## config.mk

```make
export PLATFORM = sky130hd
export DESIGN_NAME = video_timing_gen_flat
export DESIGN_NICKNAME = d
export VERILOG_FILES = /design/src/rtl/video_timing_gen_if.sv /design/src/rtl/video_timing_gen.sv /design/src/flat_wrapper.sv
export SDC_FILE = /design/constraint.sdc
export NUM_CORES = 1
export LEC_CHECK = 0
export ABC_AREA = 1
export ABC_CLOCK_PERIOD_IN_PS = 1900
export CORE_ASPECT_RATIO = 1.2
export CORE_MARGIN = 2
export CORE_UTILIZATION = 40
export DETAILED_ROUTE_END_ITERATION = 7
export DONT_BUFFER_PORTS = 1
export SLEW_MARGIN = 20
export SYNTH_ARGS = -nofsm -noshare
export SYNTH_HDL_FRONTEND = slang
export SYNTH_SLANG_ARGS = --single-unit
```

## constraint.sdc

```tcl
create_clock -name clk -period 1.9 [get_ports clk]
set_input_delay 0.19 -clock clk [delete_from_list [all_inputs] [get_ports clk]]
set_output_delay 0.19 -clock clk [all_outputs]
set_load 0.1 [all_outputs]
```

## src/rtl/video_timing_gen_if.sv

```systemverilog
// Pixel fetch bus between the raster timing generator and its pixel source.
//   pix_req  : fetch request, asserted for every visible pixel
//   pix_x    : fetch column, valid with pix_req
//   pix_y    : fetch row, valid with pix_req
//   pix_rgb  : pixel data returned by the source a fixed latency after the request
// master = timing generator, slave = pixel source (framebuffer / cache).
interface video_timing_gen_if;
   logic        pix_req;
   logic [9:0]  pix_x;
   logic [9:0]  pix_y;
   logic [23:0] pix_rgb;

   modport master (
      output pix_req,
      output pix_x,
      output pix_y,
      input  pix_rgb
   );

   modport slave (
      input  pix_req,
      input  pix_x,
      input  pix_y,
      output pix_rgb
   );
endinterface

```

## src/rtl/video_timing_gen.sv

```systemverilog
// Raster timing generator for the scaler video port.
// Walks a 10-bit horizontal/vertical counter pair over the active, front porch, sync and back
// porch regions, issues a fetch for each visible pixel and presents registered video outputs
// aligned to the returned pixel data (request -> output latency PIX_LAT+1 cycles).
// Ports:
//   clk, rst      pixel clock, synchronous active-high reset
//   i_en          timing enable; low parks the raster at the origin and blanks all outputs
//   pix           pixel fetch bus (master side): req/x/y out, rgb in
//   o_video_rgb   pixel colour, zero outside data enable
//   o_video_de    data enable
//   o_video_hs    one-cycle hsync pulse at the start of the horizontal sync region
//   o_video_vs    one-cycle vsync pulse at the start of the vertical sync region
//   o_video_skip  always 0
//   o_vblank_irq  one-cycle pulse at the start of vertical blank
//   o_frame_cnt   completed-frame counter, steps with o_vblank_irq
module video_timing_gen #(
   parameter int unsigned H_ACTIVE = 640,
   parameter int unsigned H_FP     = 16,
   parameter int unsigned H_SYNC   = 96,
   parameter int unsigned H_BP     = 48,
   parameter int unsigned V_ACTIVE = 480,
   parameter int unsigned V_FP     = 10,
   parameter int unsigned V_SYNC   = 2,
   parameter int unsigned V_BP     = 33,
   parameter int unsigned PIX_LAT  = 1
) (
   input  logic                clk,
   input  logic                rst,
   input  logic                i_en,
   video_timing_gen_if.master  pix,
   output logic [23:0]         o_video_rgb,
   output logic                o_video_de,
   output logic                o_video_hs,
   output logic                o_video_vs,
   output logic                o_video_skip,
   output logic                o_vblank_irq,
   output logic [15:0]         o_frame_cnt
);

   // Totals must fit the 10-bit counters (<= 1024).
   localparam int unsigned HTotal = H_ACTIVE + H_FP + H_SYNC + H_BP;
   localparam int unsigned VTotal = V_ACTIVE + V_FP + V_SYNC + V_BP;

   localparam logic [9:0] HLast      = 10'(HTotal - 1);
   localparam logic [9:0] VLast      = 10'(VTotal - 1);
   localparam logic [9:0] HActive    = 10'(H_ACTIVE);
   localparam logic [9:0] VActive    = 10'(V_ACTIVE);
   localparam logic [9:0] HSyncStart = 10'(H_ACTIVE + H_FP);
   localparam logic [9:0] VSyncStart = 10'(V_ACTIVE + V_FP);

   logic [9:0] hcnt_q, hcnt_d;
   logic [9:0] vcnt_q, vcnt_d;

   // Each delay stage carries {de, hs, vs, vb}.
   logic [PIX_LAT-1:0][3:0] pipe_q, pipe_d;
   logic [3:0]              pipe_tail;

   logic        stage_de, stage_hs, stage_vs, stage_vb;

   logic [23:0] rgb_q, rgb_d;
   logic        de_q, de_d;
   logic        hs_q, hs_d;
   logic        vs_q, vs_d;
   logic        irq_q, irq_d;
   logic        skip_q;
   logic [15:0] frame_cnt_q, frame_cnt_d;

   // Raster counters
   always_comb begin
      hcnt_d = hcnt_q;
      vcnt_d = vcnt_q;
      if (!i_en) begin
         hcnt_d = '0;
         vcnt_d = '0;
      end else if (hcnt_q == HLast) begin
         hcnt_d = '0;
         vcnt_d = (vcnt_q == VLast) ? '0 : vcnt_q + 10'd1;
      end else begin
         hcnt_d = hcnt_q + 10'd1;
      end
   end

   // Counter stage: decoded directly from the counter registers
   always_comb begin
      stage_de = i_en && (hcnt_q < HActive) && (vcnt_q < VActive);
      stage_hs = i_en && (hcnt_q == HSyncStart);
      stage_vs = i_en && (vcnt_q == VSyncStart) && (hcnt_q == 10'd0);
      stage_vb = i_en && (vcnt_q == VActive) && (hcnt_q == 10'd0);
   end

   assign pix.pix_req = stage_de;
   assign pix.pix_x   = hcnt_q;
   assign pix.pix_y   = vcnt_q;

   // Delay line matching the pixel source latency; flushed whenever the raster is disabled so
   // no partial sync or interrupt escapes after a restart.
   always_comb begin
      pipe_d = '0;
      if (i_en) begin
         pipe_d[0] = {stage_de, stage_hs, stage_vs, stage_vb};
         for (int i = 1; i < int'(PIX_LAT); i++) begin
            pipe_d[i] = pipe_q[i-1];
         end
      end
   end

   assign pipe_tail = pipe_q[PIX_LAT-1];

   // Output stage: pixel data is sampled in the same cycle its delayed de reaches the tail.
   always_comb begin
      rgb_d = '0;
      de_d  = 1'b0;
      hs_d  = 1'b0;
      vs_d  = 1'b0;
      irq_d = 1'b0;
      if (i_en) begin
         de_d  = pipe_tail[3];
         hs_d  = pipe_tail[2];
         vs_d  = pipe_tail[1];
         irq_d = pipe_tail[0];
         rgb_d = pipe_tail[3] ? pix.pix_rgb : 24'h0;
      end
      // Frame count survives an enable drop; only reset clears it.
      frame_cnt_d = frame_cnt_q + {15'd0, irq_d};
   end

   always_ff @(posedge clk) begin
      if (rst) begin
         hcnt_q      <= '0;
         vcnt_q      <= '0;
         pipe_q      <= '0;
         rgb_q       <= '0;
         de_q        <= 1'b0;
         hs_q        <= 1'b0;
         vs_q        <= 1'b0;
         irq_q       <= 1'b0;
         skip_q      <= 1'b0;
         frame_cnt_q <= '0;
      end else begin
         hcnt_q      <= hcnt_d;
         vcnt_q      <= vcnt_d;
         pipe_q      <= pipe_d;
         rgb_q       <= rgb_d;
         de_q        <= de_d;
         hs_q        <= hs_d;
         vs_q        <= vs_d;
         irq_q       <= irq_d;
         skip_q      <= 1'b0;
         frame_cnt_q <= frame_cnt_d;
      end
   end

   assign o_video_rgb  = rgb_q;
   assign o_video_de   = de_q;
   assign o_video_hs   = hs_q;
   assign o_video_vs   = vs_q;
   assign o_video_skip = skip_q;
   assign o_vblank_irq = irq_q;
   assign o_frame_cnt  = frame_cnt_q;

endmodule

```

## src/flat_wrapper.sv

```systemverilog
// flat-port wrapper written by rule: the top's interface ports become plain ports
module video_timing_gen_flat 
#(
   parameter int unsigned H_ACTIVE = 640,
   parameter int unsigned H_FP     = 16,
   parameter int unsigned H_SYNC   = 96,
   parameter int unsigned H_BP     = 48,
   parameter int unsigned V_ACTIVE = 480,
   parameter int unsigned V_FP     = 10,
   parameter int unsigned V_SYNC   = 2,
   parameter int unsigned V_BP     = 33,
   parameter int unsigned PIX_LAT  = 1
)
  (clk, rst, i_en, o_video_rgb, o_video_de, o_video_hs, o_video_vs, o_video_skip, o_vblank_irq, o_frame_cnt, pix_pix_req, pix_pix_x, pix_pix_y, pix_pix_rgb);
  video_timing_gen_if pix_i ();
  input  logic clk;
  input  logic rst;
  input  logic i_en;
  output logic [23:0] o_video_rgb;
  output logic o_video_de;
  output logic o_video_hs;
  output logic o_video_vs;
  output logic o_video_skip;
  output logic o_vblank_irq;
  output logic [15:0] o_frame_cnt;
  output wire logic [$bits(pix_i.pix_req)-1:0] pix_pix_req;
  output wire logic [$bits(pix_i.pix_x)-1:0] pix_pix_x;
  output wire logic [$bits(pix_i.pix_y)-1:0] pix_pix_y;
  input wire logic [$bits(pix_i.pix_rgb)-1:0] pix_pix_rgb;
  assign pix_pix_req = pix_i.pix_req;
  assign pix_pix_x = pix_i.pix_x;
  assign pix_pix_y = pix_i.pix_y;
  assign pix_i.pix_rgb = pix_pix_rgb;
  video_timing_gen #(.H_ACTIVE(H_ACTIVE), .H_FP(H_FP), .H_SYNC(H_SYNC), .H_BP(H_BP), .V_ACTIVE(V_ACTIVE), .V_FP(V_FP), .V_SYNC(V_SYNC), .V_BP(V_BP), .PIX_LAT(PIX_LAT)) u_core (.clk(clk), .rst(rst), .i_en(i_en), .pix(pix_i), .o_video_rgb(o_video_rgb), .o_video_de(o_video_de), .o_video_hs(o_video_hs), .o_video_vs(o_video_vs), .o_video_skip(o_video_skip), .o_vblank_irq(o_vblank_irq), .o_frame_cnt(o_frame_cnt));
endmodule
```

==> impl_metrics.toml <==
[setup_path]
reg2reg_depth = 9
worstSetupPathType = "input port to flop"
cp.required_ns = 2.13
reg2reg_from = "u_core.pipe_q[0]$_SDFF_PP0_"
r2r_end = "u_core.o_frame_cnt[12]$_SDFF_PP0_"
startpoint_type = "input port"
r2r_slack_ns = 0.28
crit_fanout = 7
cp-startpoint = "i_en"
end_kind = "flop"
arrival_ns = 1.96

[pwr]
p_comb_share_pct = 7.6
p_leak_nw = 1.86
p_sw_mw = 0.745
cellInternalPower_mw = 2.25
power_mw = 3.00
p_per_area_mw_per_mm2 = 762
ir_worst_vdd_uv = 370
switching_share_pct = 24.8
pwr-share-seq_pct = 48.1
pwr-share-clk_pct = 44.3

[placement]
placed_area_mm2 = 0.00345
io_buffer_count = 0
place_ws_ns = 0.294
dp_hpwl_um = 4750
routabilityCongestion = 0.834

[logic_synthesis]
synth_flop_cell = "dfxtp_1"
synth_mux_area_share_pct = 0
ys_types = 36
avgSynthCellArea_um2 = 7.72
synth_fp_nets = 402
ys.warnings.count = 0
synth-edff-count = 0
async_flop_share_pct = 0
yosys.area_share.simple_pct = 31.5
syn_area_mm2 = 0.00284
synthAdderAreaFrac_pct = 3.08
synth_compound_area_share_pct = 5.50
synth-seq-cells = 68
synth_top_family_by_area = "simple AND/OR/NAND/NOR gates"
synth-seq-area-share_pct = 47.9
syn_inst = 368
synth-xor-area-share_pct = 1.23

[die]
initial_utilization_pct = 41.5
io_pins = 93
dieArea_mm2 = 0.00780
die_h_um = 96.3
die_w_um = 80.9
row_count = 33
core_region_area_mm2 = 0.00685

[detailed_routing]
drtAntennaViolNets = 0
drtIter0Drc = 68
drc_errors = 0
firstDrtPassIters = 4
via_per_inst = 4.68
avgRoutedWirePerCell_um = 12.2
vias = 2614
routed_wirelength_um = 6820

[finish]
drive_gt1_share_pct = 26.3
fillers = 658
diodes = 0
final_area_mm2 = 0.00393
syn_to_final_growth_pct = 38.4
nNetsFinal = 500

[clock_network]
cts_tree = "yes"
clk_pin_slew_worst_paths_ns = 0.08
cts_setup_buffers = 0
htree_levels = 3
cts_sinks = 68
clock_latency_ns = 0.34
cts_buffers = 9
cts_resized = 0
cts.path.max_buffers = 2
ctsRootBufferMaster = "clkbuf_8"

[worst_hold_path]
hold_path_depth = 3
min_to = "u_core.o_frame_cnt[5]$_SDFF_PP0_"
worstHoldPathType = "input port to flop"
worst_hold_startpoint = "rst"

[sta]
finalCritPeriodShare_pct = 91.1
period_needed_ns = 1.73
fin_skew_ns = 0.0100
fmax_ghz = 0.578
rsz0062_at_grt = "false"
finalSetupViolCount = 0
hold_viol = 0
worst_slack_ns = 0.169
maxSlewViolCount = 0
final.setup.tns_ns = 0
hold_ws_ns = 0.0228

[outcome]
status = "finished, final reports clean"

[grt]
grt_use_total_pct = 17.4
grt_max_degree = 26
grt_pass1_vias = 2288
grt.overflow.total = 0
grt_first_pass_wirelength_um = 10400
antenna_found_initial = 0

[run]
drv_cap = 0
## worst max-delay path by stage
stage / cells after the start / to
4_1_cts: 10 / u_core.o_frame_cnt[12]$_SDFF_PP0_
5_1_grt: 10 / u_core.o_frame_cnt[12]$_SDFF_PP0_
6_report: 10 / u_core.o_frame_cnt[12]$_SDFF_PP0_
2_1_floorplan: 7 / u_core.pix.pix_y[6]$_SDFFE_PP0N_
3_5_place_dp: 9 / u_core.o_frame_cnt[12]$_SDFF_PP0_
3_3_place_gp: 9 / u_core.o_frame_cnt[12]$_SDFF_PP0_
## worst max-delay path, stage by stage
cell and delay [ns]:
dlygate4sd3_1 0.55, nand2_1 0.07, inv_1 0.06, ha_1 0.17
ha_1 0.17, nand2_1 0.13, nor3_4 0.32, nand2_1 0.09
o21ai_0 0.15, a21oi_1 0.05
## flip-flops by register name, indices dropped and copies added, names as in the netlist
name	flops
u_core.o_video_hs	1
u_core.o_video_de	1
u_core.o_video_vs	1
u_core.pix.pix_y	10
u_core.o_vblank_irq	1
u_core.pipe_q	4
u_core.o_video_rgb	24
u_core.o_frame_cnt	16
u_core.pix.pix_x	10
## cell usage after synthesis, types with 2 or more instances
cell type / number / area [um^2]
dfxtp_1: 68 / 1360
nor2_1: 66 / 248
inv_1: 63 / 236
nand2_1: 60 / 225
nand3_1: 16 / 80.1
a21oi_1: 14 / 70.1
nand4_1: 9 / 56.3
inv_2: 8 / 30.0
o21ai_0: 8 / 40.0
ha_1: 7 / 87.6
nor3_1: 7 / 35.0
nor2_2: 4 / 25.0
nand2_2: 3 / 18.8
nand3_2: 3 / 30.0
nor2_4: 3 / 33.8
xor2_1: 3 / 26.3
buf_2: 2 / 10.0
nand2_4: 2 / 22.5
nand3b_1: 2 / 15.0
nor3b_1: 2 / 15.0
o21ai_1: 2 / 10.0
o21bai_1: 2 / 15.0
## logic make-up (layout without fill, tap and decap cells)
| family | Yosys count | count (layout) |
|---|---|---|
| and+or+nand+nor | 183 | 183 |
| AOI/OAI and AO/OA | 29 | 29 |
| other | 1 | 1 |
| xor gates and xnor gates | 4 | 4 |
| DFF | 68 | 68 |
| adders and majority gates | 7 | 7 |
| buffers and inverters | 76 | 179 |
## routing by layer
layer	track usage (%)	share of wire, %	vias up
met5	0	0	-
met4	10.3	2.2	0
met3	3.75	5.5	13
met2	29.3	51	76
met1	20.1	41	1197
li1	-	-	1328
## cell type report
type	instances	area, um^2	area share (%)
Clock buffer	9	124	3.15
Clock inverter	7	98.8	2.51
Inverter	72	273	6.94
Multi-Input combinational cell	224	1190	30.3
Sequential cell	68	1380	35.0
Tap cell	87	109	2.77
Timing Repair Buffer	91	761	19.3
## stage by stage
step / util (%) / std cells
4_1_cts: 57.4 / 558
3_5_place_dp: 50.3 / 516
3_3_place_gp: 50.3 / 516
6_report: 57.4 / 558
5_1_grt: 57.4 / 558
2_1_floorplan: - / 368
## repair_timing
item / 4_1_cts / 5_1_grt
endpoints found under the setup margin: 0 / 0
hold buffers: 26 / 0
hold endpoints to repair: 33 / 0
## placed cells by master (no fill, tap or decap), drive strengths merged
| master | netlist | final |
|---|---|---|
| clkinvlp | 0 | 1 |
| nand2 | 65 | 65 |
| nand3 | 20 | 20 |
| a21oi | 14 | 14 |
| bufinv | 0 | 2 |
| inv | 72 | 73 |
| buf | 4 | 65 |
| o21a | 1 | 1 |
| nand4 | 10 | 10 |
| xor2 | 3 | 3 |
| nand3b | 2 | 2 |
| clkinv | 0 | 3 |
| dlygate4sd3 | 0 | 26 |
| nor3 | 9 | 9 |
| o21bai | 2 | 2 |
| xnor2 | 1 | 1 |
| o21ai | 10 | 10 |
| nor4 | 1 | 1 |
| a211oi | 1 | 1 |
| a31oi | 1 | 1 |
| nor2 | 74 | 74 |
| ha | 7 | 7 |
| nor3b | 2 | 2 |
| clkbuf | 0 | 9 |
| conb | 1 | 1 |
| dfxtp | 68 | 68 |
## power groups by stage
stage               registers [mW]  clock network [mW]  logic [mW]
global route                  1.44                1.41       0.240
floorplan                     1.56                   0      0.0703
detailed placement            1.48                   0       0.181
finish                        1.44                1.33       0.227
global placement              1.47                   0       0.179
CTS                           1.44                1.36       0.228
No activity file was read; power rests on OpenSTA's default activity.
